### src/rtl/router_switch_allocator_if.sv
// Handshake bundle between the per-channel direction stage, the switch
// allocator and the three output ports.
interface router_switch_allocator_if #(
  parameter int unsigned DW = 40
) ();
  logic          in_valid_x, in_valid_y, in_valid_local;
  logic [DW-1:0] in_data_x,  in_data_y,  in_data_local;
  logic [1:0]    in_dir_x,   in_dir_y,   in_dir_local;
  logic          in_ready_x, in_ready_y, in_ready_local;
  logic          out_valid_x, out_valid_y, out_valid_local;
  logic [DW-1:0] out_data_x,  out_data_y,  out_data_local;
  logic          out_ready_x, out_ready_y, out_ready_local;

  // Environment side: upstream channels and downstream consumers.
  modport master (
    output in_valid_x, in_valid_y, in_valid_local,
    output in_data_x,  in_data_y,  in_data_local,
    output in_dir_x,   in_dir_y,   in_dir_local,
    input  in_ready_x, in_ready_y, in_ready_local,
    input  out_valid_x, out_valid_y, out_valid_local,
    input  out_data_x,  out_data_y,  out_data_local,
    output out_ready_x, out_ready_y, out_ready_local
  );

  // Allocator side.
  modport slave (
    input  in_valid_x, in_valid_y, in_valid_local,
    input  in_data_x,  in_data_y,  in_data_local,
    input  in_dir_x,   in_dir_y,   in_dir_local,
    output in_ready_x, in_ready_y, in_ready_local,
    output out_valid_x, out_valid_y, out_valid_local,
    output out_data_x,  out_data_y,  out_data_local,
    input  out_ready_x, out_ready_y, out_ready_local
  );
endinterface

### src/rtl/router_switch_allocator.sv
// Per-output-port round-robin switch allocator feeding one-entry output
// registers; packets with direction 00 are popped and counted as drops.
module router_switch_allocator #(
  parameter int unsigned DW = 40,
  parameter int unsigned CW = 8
) (
  input  logic                     clk,
  input  logic                     rst,
  router_switch_allocator_if.slave bus,
  output logic [CW-1:0]            drop_count
);

  localparam int unsigned NP = 3;
  localparam int unsigned SW = CW + 2;
  localparam logic [CW-1:0] CNT_MAX = '1;

  logic [NP-1:0] in_vld;
  logic [1:0]    in_dir [NP];
  logic [DW-1:0] in_dat [NP];
  logic [NP-1:0] o_rdy;
  logic [NP-1:0] o_vld;
  logic [DW-1:0] o_dat  [NP];
  logic [1:0]    rr_ptr [NP];

  logic [NP-1:0] can_load;
  logic [NP-1:0] grant;
  logic [1:0]    win    [NP];
  logic [1:0]    idx;
  logic [NP-1:0] in_rdy_c;
  logic [NP-1:0] drop_vec;
  logic [1:0]    n_drop;
  logic [SW-1:0] cnt_sum;
  logic [CW-1:0] drop_next;

  assign in_vld = {bus.in_valid_local, bus.in_valid_y, bus.in_valid_x};
  assign in_dir[0] = bus.in_dir_x;
  assign in_dir[1] = bus.in_dir_y;
  assign in_dir[2] = bus.in_dir_local;
  assign in_dat[0] = bus.in_data_x;
  assign in_dat[1] = bus.in_data_y;
  assign in_dat[2] = bus.in_data_local;
  assign o_rdy  = {bus.out_ready_local, bus.out_ready_y, bus.out_ready_x};

  assign bus.in_ready_x      = in_rdy_c[0];
  assign bus.in_ready_y      = in_rdy_c[1];
  assign bus.in_ready_local  = in_rdy_c[2];
  assign bus.out_valid_x     = o_vld[0];
  assign bus.out_valid_y     = o_vld[1];
  assign bus.out_valid_local = o_vld[2];
  assign bus.out_data_x      = o_dat[0];
  assign bus.out_data_y      = o_dat[1];
  assign bus.out_data_local  = o_dat[2];

  // (ptr + k) mod 3 for ptr, k in 0..2.
  function automatic logic [1:0] rr_idx(input logic [1:0] ptr, input logic [1:0] k);
    logic [2:0] sum;
    sum = 3'(ptr) + 3'(k);
    return (sum >= 3'd3) ? 2'(sum - 3'd3) : 2'(sum);
  endfunction

  // Arbitration: scanning from the far end lets the requester closest to rr_ptr win.
  always_comb begin
    can_load = '0;
    grant    = '0;
    idx      = '0;
    in_rdy_c = '0;
    drop_vec = '0;
    for (int unsigned p = 0; p < NP; p++) begin
      win[p]      = '0;
      can_load[p] = !o_vld[p] || o_rdy[p];
      for (int k = int'(NP) - 1; k >= 0; k--) begin
        idx = rr_idx(rr_ptr[p], 2'(k));
        if (can_load[p] && in_vld[idx] && (in_dir[idx] == 2'(p + 1))) begin
          grant[p] = 1'b1;
          win[p]   = idx;
        end
      end
    end
    for (int unsigned i = 0; i < NP; i++) begin
      drop_vec[i] = in_vld[i] && (in_dir[i] == 2'd0);
      in_rdy_c[i] = drop_vec[i];
      for (int unsigned p = 0; p < NP; p++) begin
        if (grant[p] && (win[p] == 2'(i))) in_rdy_c[i] = 1'b1;
      end
    end
    if (rst) begin
      in_rdy_c = '0;
      drop_vec = '0;
    end
  end

  // Saturating drop counter, counting every discarded packet.
  always_comb begin
    n_drop    = 2'(drop_vec[0]) + 2'(drop_vec[1]) + 2'(drop_vec[2]);
    cnt_sum   = SW'(drop_count) + SW'(n_drop);
    drop_next = (cnt_sum > SW'(CNT_MAX)) ? CNT_MAX : CW'(cnt_sum);
  end

  always_ff @(posedge clk) begin
    if (rst) begin
      for (int unsigned p = 0; p < NP; p++) begin
        o_vld[p]  <= 1'b0;
        o_dat[p]  <= '0;
        rr_ptr[p] <= 2'd0;
      end
      drop_count <= '0;
    end else begin
      for (int unsigned p = 0; p < NP; p++) begin
        if (grant[p]) begin
          o_dat[p]  <= in_dat[win[p]];
          o_vld[p]  <= 1'b1;
          rr_ptr[p] <= (win[p] == 2'd2) ? 2'd0 : win[p] + 2'd1;
        end else if (o_rdy[p]) begin
          o_vld[p]  <= 1'b0;
        end
      end
      drop_count <= drop_next;
    end
  end

endmodule

### src/flat_wrapper.sv
// flat-port wrapper written by rule: the top's interface ports become plain ports
module router_switch_allocator_flat 
#(
  parameter int unsigned DW = 40,
  parameter int unsigned CW = 8
)
  (clk, rst, drop_count, bus_in_valid_x, bus_in_valid_y, bus_in_valid_local, bus_in_data_x, bus_in_data_y, bus_in_data_local, bus_in_dir_x, bus_in_dir_y, bus_in_dir_local, bus_in_ready_x, bus_in_ready_y, bus_in_ready_local, bus_out_valid_x, bus_out_valid_y, bus_out_valid_local, bus_out_data_x, bus_out_data_y, bus_out_data_local, bus_out_ready_x, bus_out_ready_y, bus_out_ready_local);
  router_switch_allocator_if #(.DW(DW)) bus_i ();
  input  logic clk;
  input  logic rst;
  output logic [CW-1:0] drop_count;
  input wire logic [$bits(bus_i.in_valid_x)-1:0] bus_in_valid_x;
  input wire logic [$bits(bus_i.in_valid_y)-1:0] bus_in_valid_y;
  input wire logic [$bits(bus_i.in_valid_local)-1:0] bus_in_valid_local;
  input wire logic [$bits(bus_i.in_data_x)-1:0] bus_in_data_x;
  input wire logic [$bits(bus_i.in_data_y)-1:0] bus_in_data_y;
  input wire logic [$bits(bus_i.in_data_local)-1:0] bus_in_data_local;
  input wire logic [$bits(bus_i.in_dir_x)-1:0] bus_in_dir_x;
  input wire logic [$bits(bus_i.in_dir_y)-1:0] bus_in_dir_y;
  input wire logic [$bits(bus_i.in_dir_local)-1:0] bus_in_dir_local;
  output wire logic [$bits(bus_i.in_ready_x)-1:0] bus_in_ready_x;
  output wire logic [$bits(bus_i.in_ready_y)-1:0] bus_in_ready_y;
  output wire logic [$bits(bus_i.in_ready_local)-1:0] bus_in_ready_local;
  output wire logic [$bits(bus_i.out_valid_x)-1:0] bus_out_valid_x;
  output wire logic [$bits(bus_i.out_valid_y)-1:0] bus_out_valid_y;
  output wire logic [$bits(bus_i.out_valid_local)-1:0] bus_out_valid_local;
  output wire logic [$bits(bus_i.out_data_x)-1:0] bus_out_data_x;
  output wire logic [$bits(bus_i.out_data_y)-1:0] bus_out_data_y;
  output wire logic [$bits(bus_i.out_data_local)-1:0] bus_out_data_local;
  input wire logic [$bits(bus_i.out_ready_x)-1:0] bus_out_ready_x;
  input wire logic [$bits(bus_i.out_ready_y)-1:0] bus_out_ready_y;
  input wire logic [$bits(bus_i.out_ready_local)-1:0] bus_out_ready_local;
  assign bus_i.in_valid_x = bus_in_valid_x;
  assign bus_i.in_valid_y = bus_in_valid_y;
  assign bus_i.in_valid_local = bus_in_valid_local;
  assign bus_i.in_data_x = bus_in_data_x;
  assign bus_i.in_data_y = bus_in_data_y;
  assign bus_i.in_data_local = bus_in_data_local;
  assign bus_i.in_dir_x = bus_in_dir_x;
  assign bus_i.in_dir_y = bus_in_dir_y;
  assign bus_i.in_dir_local = bus_in_dir_local;
  assign bus_in_ready_x = bus_i.in_ready_x;
  assign bus_in_ready_y = bus_i.in_ready_y;
  assign bus_in_ready_local = bus_i.in_ready_local;
  assign bus_out_valid_x = bus_i.out_valid_x;
  assign bus_out_valid_y = bus_i.out_valid_y;
  assign bus_out_valid_local = bus_i.out_valid_local;
  assign bus_out_data_x = bus_i.out_data_x;
  assign bus_out_data_y = bus_i.out_data_y;
  assign bus_out_data_local = bus_i.out_data_local;
  assign bus_i.out_ready_x = bus_out_ready_x;
  assign bus_i.out_ready_y = bus_out_ready_y;
  assign bus_i.out_ready_local = bus_out_ready_local;
  router_switch_allocator #(.DW(DW), .CW(CW)) u_core (.clk(clk), .rst(rst), .bus(bus_i), .drop_count(drop_count));
endmodule
### config.mk
export PLATFORM = sky130hd
export DESIGN_NAME = router_switch_allocator_flat
export DESIGN_NICKNAME = d
export VERILOG_FILES = /design/src/rtl/router_switch_allocator_if.sv /design/src/rtl/router_switch_allocator.sv /design/src/flat_wrapper.sv
export SDC_FILE = /design/constraint.sdc
export NUM_CORES = 1
export LEC_CHECK = 0
export ABC_AREA = 1
export ABC_CLOCK_PERIOD_IN_PS = 2600
export CELL_PAD_IN_SITES_DETAIL_PLACEMENT = 0
export CELL_PAD_IN_SITES_GLOBAL_PLACEMENT = 2
export CORE_ASPECT_RATIO = 0.9
export CORE_MARGIN = 2
export CORE_UTILIZATION = 24
export DETAILED_ROUTE_END_ITERATION = 8
export PLACE_DENSITY_LB_ADDON = 0.1
export SKIP_LAST_GASP = 1
export SLEW_MARGIN = 20
export SYNTH_ARGS = -nofsm -noshare
export SYNTH_HDL_FRONTEND = slang
export SYNTH_SLANG_ARGS = --single-unit
### constraint.sdc
create_clock -name clk -period 2.6 [get_ports clk]
set_input_delay 0.52 -clock clk [delete_from_list [all_inputs] [get_ports clk]]
set_output_delay 0.52 -clock clk [all_outputs]
set_load 0.05 [all_outputs]
# Word level (Yosys, flattened, before mapping)
# Memories as Yosys holds them, arrays and structs flattened.
# Index checks and enable logic that the tools add are counted.
[totals] inputBits=134 memories=2 register_bits=11 word_cells=255 ram_bits=126
[op_classes] n_bitwise=18 add_sub_neg=21 magnitude_cmp=31 n_eq_ne=15 n_reduce_logical=45 muxes=119
[memory_table] name="u_core.o_dat" words=3 width=40 rd=3 rd_ports_with_merged_regs=0 write_ports=3 line="router_switch_allocator.sv:22" text="logic [DW-1:0] o_dat [NP];"
[memory_table] name="u_core.rr_ptr" words=3 width=2 rd=3 rd_ports_with_merged_regs=0 write_ports=3 line="router_switch_allocator.sv:23" text="logic [1:0] rr_ptr [NP];"
[op_table] cell="$mux 40" count=9
[op_table] cell="$bmux 40 s2" count=3
[op_table] cell="$mux 2" count=42
[op_table] cell="$mux 1" count=44
[op_table] cell="$bmux 2 s2" count=9
[op_table] cell="$ge 3x3->1 const B" count=12
[op_table] cell="$not 2->3" count=12
[op_table] cell="$logic_and 1x1->1" count=30
[op_table] cell="$lt 2x3->1 const B" count=9
[op_table] cell="$bmux 1 s2" count=9
[op_table] cell="$eq 2x2->1 const B" count=9
[op_table] cell="$ge 3x2->1 const B" count=6
[op_table] cell="$sub 2x2->2 const B" count=9
[op_table] cell="$eq 2x1->1 const B" count=6
[op_table] cell="$logic_not 2->1" count=6
[op_table] cell="$gt 10x8->1 const B" count=1
[op_table] cell="$add 2x1->3 const B" count=3
[op_table] cell="$add 2x2->3 const B" count=3
[op_table] cell="$add 8x2->9" count=1
[op_table] cell="$mux 8" count=1
[op_table] cell="$add 2x1->2 const B" count=3
[op_table] cell="$ge 2x2->1 const B" count=3
[op_table] cell="$mux 3" count=2
[op_table] cell="$or 1x1->1" count=6
[op_table] cell="5 further kinds" count=11

# Depth between registers and ports, before layout
# Gate-level depths: netlist (run 1).
# An unclocked memory read counts as a cell.
[logic_depth] word_depth=19 mapped_depth=17 depth_no_buf=16

# Worst setup path before layout (run 1)
# Ideal clock, no wire load.
[synth_path] path_type="register to output" startpoint="register u_core.o_vld[0]" endpoint="output port bus_in_ready_x" required_ns=2.080 stages_incl_launch_ff=13 setup_slack_ns=-0.661 t_arrival_ns=2.741 cell_sequence="dfxtp_1 -> inv_1 -> nor2_1 -> inv_1 -> nand3_1 -> o21ai_0 -> nand2_1 -> buf_2 -> nand2_1 -> inv_1 -> ha_1 -> nand2_1 -> a31oi_1"
[synth_between] elab_chain_len=13 word_cells_on_any_way=20
[synth_lines] item="start, declared" line="router_switch_allocator.sv:21" text="logic [NP-1:0] o_vld;"
[synth_lines] item="start signal, assigned by index" line="router_switch_allocator.sv:102" text="o_vld[p] <= 1'b0;"
[synth_lines] item="start signal, assigned by index" line="router_switch_allocator.sv:111" text="o_vld[p] <= 1'b1;"
[synth_lines] item="start signal, assigned by index" line="router_switch_allocator.sv:114" text="o_vld[p] <= 1'b0;"
[synth_lines] item="$logic_not 1->1 *" line="router_switch_allocator.sv:70" text="can_load[p] = !o_vld[p] || o_rdy[p];"
[synth_lines] item="$logic_or 1x1->1 *" line="router_switch_allocator.sv:70"
[synth_lines] item="$logic_and 1x1->1 (2 in series)" line="router_switch_allocator.sv:73" text="if (can_load[p] && in_vld[idx] && (in_dir[idx] == 2'(p + 1))) begin"
[synth_lines] item="$mux 2 (3 in series)" line="router_switch_allocator.sv:73"
[synth_lines] item="$logic_not 2->1" line="router_switch_allocator.sv:83" text="if (grant[p] && (win[p] == 2'(i))) in_rdy_c[i] = 1'b1;"
[synth_lines] item="$logic_and 1x1->1 *" line="router_switch_allocator.sv:83"
[synth_lines] item="$mux 1 * (3 in series)" line="router_switch_allocator.sv:83"
[synth_lines] item="$mux 3 *" line="router_switch_allocator.sv:86" text="if (rst) begin"
[synth_lines] item="end, declared" line="flat_wrapper.sv:21" text="output wire logic [$bits(bus_i.in_ready_x)-1:0] bus_in_ready_x;"
# Mark *: on every way between the ends. The rest lies on a longest branch, timed or not.

==> flow_summary.json, run 1 <==
{
  "outcome": "complete, but fails checks",
  "violations": "setup timing",
  "netlist_top_cells_area": "edfxtp_1, nand3_1, nand2_1, a21oi_1, inv_1",
  "fmax_mhz": 324,
  "tightest_slew_ns": 0.726,
  "initial_utilization": 0.242,
  "setup-tns-final_ns": -18.04,
  "port_buffers": 267,
  "rows": 66,
  "clk_latency_ns": 0.46,
  "worst_slack_ns": -0.490,
  "min_period_ns": 3.09,
  "cts_tree": "built",
  "syn_nets": 1297,
  "fin_skew_ns": 0.0138,
  "ys_seq_area_frac": 0.459,
  "max_slew_margin": 0.516,
  "grt_setup_unrepaired": "true",
  "synth_cells": 1144,
  "io_pins": 268,
  "crit_arrival_ns": 2.57,
  "dpl.hpwl_um": 25500,
  "synth_cell_types": 29,
  "holdWs_ns": 0.515,
  "grt_antenna_before_repair": 4,
  "grt.total_usage": 0.227,
  "clockBufferDepth": 2,
  "path_cells": "inv_2 > ha_4 > nor2_4 > a21oi_2 > buf_4 > nand4_1 > nand2_1 > nand3_2 > nand2_4 > inv_4 > ha_4 > nand2_1 > nand4_1 > and2_4 > buf_12",
  "cts_made_buffers": 17,
  "slowest_delay_ns": 0.42,
  "finalHoldViolations": 0,
  "drv_cap": 0,
  "drive_gt1_frac": 0.228,
  "drtIter0Drc": 705,
  "hp-class": "reg2reg",
  "final_common_cell": "nand3_1",
  "ys_ff_latch": 137,
  "gp_congestion": 0.798,
  "worstSetupPathType": "reg2out",
  "dpl_cell_area_mm2": 0.0126,
  "grt_max_degree": 48,
  "drv_slew": 0,
  "setup_viol": 129,
  "design_area_mm2": 0.0147,
  "cts_max_level": 4,
  "drt-total-wl_um": 45400,
  "clk_pin_slew_ns": 0.07,
  "final_cell_mix": "nand3_1, clkdlybuf4s50_1, nand2_1",
  "ant_nets": 0,
  "required_ns": 2.08,
  "dieArea_mm2": 0.0379,
  "overflow": 0,
  "cp-end-kind": "primary output",
  "fp.coreArea_mm2": 0.0360,
  "ys_warn_count": 0,
  "vias": 9907,
  "cp_top_family": "simple AND/OR/NAND/NOR gates",
  "crit_buf_inv": 4,
  "cts-root-buf": "clkbuf_16",
  "fin_crit_sh": 1.19,
  "worstPathMaxFanout": 6,
  "postCtsHoldBufs": 0,
  "via_per_inst": 4.98,
  "dr.pass1.iters": 7,
  "post-route-drc-count": 0,
  "syn2layout_area_growth_pct": 69.0,
  "pre_cts_ws_ns": -0.707,
  "synth_top_area_frac": 0.434,
  "avgRoutedWirePerCell_um": 22.8,
  "die_height_um": 185,
  "grt_pass1_vias": 9874,
  "cp_slowest_cell": "edfxtp_1",
  "synth_area_mm2": 0.00872,
  "finalNetCount": 1652,
  "grt_pass1_wl_um": 62500,
  "synth.largest_area_cell": "edfxtp_1",
  "syn_area_per_cell_um2": 7.62,
  "num-fill-cells": 3660,
  "die_w_um": 205,
  "cts_sinks": 137,
  "start_kind": "register"
}
==> cell type report <==
| cell class | instances | area (µm²) | area share |
|---|---|---|---|
| Sequential cell | 137 | 4010 | 0.272 |
| Antenna cell | 2 | 5.00 | 0.000340 |
| Inverter | 135 | 519 | 0.0352 |
| Clock inverter | 14 | 156 | 0.0106 |
| Tap cell | 476 | 596 | 0.0404 |
| Timing Repair Buffer | 415 | 4420 | 0.300 |
| Multi-Input combinational cell | 793 | 4600 | 0.312 |
| Clock buffer | 18 | 429 | 0.0291 |
==> worst register-to-register path, stage by stage (launching register included) <==
cell	delay, ns
edfxtp_1	0.40
inv_1	0.11
ha_4	0.23
inv_2	0.08
nand3_2	0.08
nand3_2	0.10
nor2_4	0.05
buf_4	0.13
nand3b_1	0.22
buf_6	0.18
buf_4	0.14
nand2_4	0.06
nand2_4	0.05
a21oi_4	0.20
buf_12	0.15
clkbuf_16	0.16
clkbuf_16	0.17
a21oi_1	0.05
==> worst paths after layout <==
kind	slack [ns]	depth (start not counted)	startpoint	to
max reg2reg	-0.20	17	u_core.rr_ptr[0][4]	u_core.o_dat[0][52]
min reg2reg	0.52	1	u_core.drop_count[7]	u_core.drop_count[7]
max	-0.49	15	u_core.rr_ptr[0][2]	bus_in_ready_local
min	0.52	1	u_core.drop_count[7]	u_core.drop_count[7]
==> layer usage <==
metal	GRT usage	share of wire	up-vias
met2	0.367	0.46	452
met1	0.298	0.44	4764
met4	0.0904	0.028	2
met5	0	0.00024	-
li1	-	-	4614
met3	0.0438	0.075	75
==> cell families after synthesis <==
| family | synth area share |
|---|---|
| and+or+nand+nor | 0.320 |
| buffers and inverters | 0.102 |
| AOI/OAI and AO/OA | 0.0887 |
| DFF | 0.459 |
| adders and majority gates | 0.0290 |
| xor gates and xnor gates | 0.00100 |
==> synthesized netlist by cell type <==
cell type / instances
nand3_1: 318
nand2_1: 258
inv_1: 133
a21oi_1: 130
edfxtp_1: 126
buf_2: 39
clkbuf_1: 30
nor2_1: 27
ha_1: 17
dfxtp_1: 11
nand4_1: 9
o21ai_0: 8
nor3_1: 7
buf_6: 5
buf_1: 4
a31oi_1: 3
o21ai_1: 3
fa_1: 2
inv_2: 2
o211ai_2: 2
or2_2: 2
a21boi_0: 1
a21oi_2: 1
and2_1: 1
buf_4: 1
nand3_2: 1
nand3b_1: 1
o211ai_1: 1
xnor2_1: 1
==> flip-flops by register name, summed over array words and instances (netlist names) <==
register and count:
u_core.drop_count 8, u_core.o_dat 120, u_core.rr_ptr 6, u_core.o_vld 3
==> what timing repair did <==
item	4_1_cts	5_1_grt
cloned	6	15
setup buffers	62	10
gates resized for setup	141	58
pin swaps	71	28
setup endpoints to repair	81	187
==> stage by stage <==
step	utilization	cells
final	0.409	1990
after global routing	0.409	1990
after CTS	0.394	1969
after detailed placement	0.349	1890
after global placement	0.349	1890
after floorplan	-	1144
Power of run 1 is not shown: default switching activity piles up to over one toggle a cycle in this logic, so the estimate is an artifact.
==> inputs of run 2 (changes only) <==
Settings changed: CORE_ASPECT_RATIO 0.9 to 0.8.
==> flow_summary.json, run 2 (synthesis results as in run 1) <==
{
  "finalHoldViolations": 0,
  "dr.pass1.iters": 5,
  "dpl.hpwl_um": 27400,
  "cts_sinks": 137,
  "dieArea_mm2": 0.0379,
  "cp-end-kind": "primary output",
  "reg2reg_depth": 14,
  "drtIter0Drc": 704,
  "worstPathMaxFanout": 6,
  "setup_viol": 107,
  "required_ns": 2.08,
  "fp.coreArea_mm2": 0.0358,
  "cts_max_level": 4,
  "top_regs": "u_core.o_dat x120, u_core.drop_count x8, u_core.rr_ptr x6",
  "final_cell_mix": "nand3_1, clkdlybuf4s50_1, nand2_1",
  "worstSetupEndpoint": "bus_in_ready_y",
  "syn2layout_area_growth_pct": 69.4,
  "overflow": 0,
  "grt_pass1_wl_um": 62300,
  "grt_antenna_before_repair": 3,
  "rows": 62,
  "outcome": "complete, but fails checks",
  "violations": "setup timing",
  "largest_reg_flops": 120,
  "via_per_inst": 4.93,
  "fin_skew_ns": 0.00925,
  "finalNetCount": 1648,
  "regArea_mm2": 0.00401,
  "tightest_slew_ns": 0.688,
  "avgRoutedWirePerCell_um": 22.1,
  "ant_nets": 0,
  "r2r-end": "u_core.o_dat[0][82]",
  "crit_arrival_ns": 2.57,
  "multiInputGateArea_mm2": 0.00490,
  "clockBufferDepth": 2,
  "r2r-start": "u_core.rr_ptr[0][5]",
  "grt_max_degree": 41,
  "die_w_um": 217,
  "fin_crit_sh": 1.19,
  "die_height_um": 175,
  "port_buffers": 267,
  "drv_slew": 0,
  "start_kind": "register",
  "max_slew_margin": 0.542,
  "holdWs_ns": 0.498,
  "min_period_ns": 3.09,
  "drt-total-wl_um": 44000,
  "hp-class": "reg2reg",
  "clk_latency_ns": 0.44,
  "fmax_mhz": 324,
  "worst_slack_ns": -0.488,
  "grt_pass1_vias": 9667,
  "cts_made_buffers": 17,
  "drv_cap": 0,
  "cts-root-buf": "clkbuf_16",
  "grt_setup_unrepaired": "true",
  "setup-tns-final_ns": -6.16,
  "grt.total_usage": 0.222,
  "reg2reg_slack_ns": -0.08,
  "top_register": "u_core.o_dat",
  "io_pins": 268,
  "num-fill-cells": 3677,
  "final_common_cell": "nand3_1",
  "gp_congestion": 0.805,
  "cts_tree": "built",
  "postCtsHoldBufs": 0,
  "initial_utilization": 0.243,
  "clk_pin_slew_ns": 0.07,
  "drive_gt1_frac": 0.263,
  "post-route-drc-count": 0,
  "worstSetupPathType": "reg2out",
  "vias": 9800,
  "critPathLaunch": "u_core.rr_ptr[0][5]"
}
==> run 2: layout make-up <==
class / count / share of cell area
Sequential cell: 137 / 0.271
Clock buffer: 19 / 0.0293
Timing Repair Buffer: 411 / 0.287
Inverter: 135 / 0.0346
Antenna cell: 1 / 0.000169
Tap cell: 480 / 0.0406
Multi-Input combinational cell: 793 / 0.332
Clock inverter: 13 / 0.00550
==> run 2: worst min path at each step <==
stage / startpoint / end / cells past startpoint
finish: u_core.drop_count[7] / u_core.drop_count[7] / 1
global route: u_core.drop_count[7] / u_core.drop_count[7] / 1
CTS: u_core.drop_count[7] / u_core.drop_count[7] / 1
detailed placement: u_core.drop_count[7] / u_core.drop_count[7] / 1
global placement: u_core.drop_count[7] / u_core.drop_count[7] / 1
floorplan: u_core.drop_count[7] / u_core.drop_count[7] / 1
==> run 2: stage by stage <==
step                setup WS (ns)  std cells  area, µm²  utilization
floorplan                 -0.0234       1144       8920            -
global placement           -0.627       1919      12800        0.358
detailed placement         -0.690       1919      12800        0.358
CTS                        -0.496       1961      13600        0.378
global route               -0.608       1989      14800        0.412
finish                     -0.488       1989      14800        0.412
==> run 2: critical path, stage by stage (launching register included) <==
cell and delay, ns:
edfxtp_1 0.44, ha_4 0.34, inv_2 0.05, nand3_1 0.12
nand3_2 0.14, o211ai_1 0.23, nand2_2 0.14, ha_2 0.21
a21boi_2 0.17, a31oi_4 0.11, buf_6 0.16
==> run 2: what timing repair did <==
| action | 4_1_cts | 5_1_grt |
|---|---|---|
| hold endpoints to repair | 0 | 0 |
| buffers inserted | 10 | 16 |
| resized for setup | 51 | 204 |
| cloned | 0 | 12 |
| setup endpoints to repair | 33 | 167 |
| pin swaps | 30 | 29 |
==> run 2: metal layers <==
layer | up-vias | GRT usage | part of all wire
met5 | - | 0 | 0.00052
li1 | 4596 | - | -
met1 | 4779 | 0.304 | 0.46
met4 | 4 | 0.0534 | 0.011
met2 | 371 | 0.357 | 0.47
met3 | 50 | 0.0448 | 0.061
Power of run 2 is left out for the same reason.
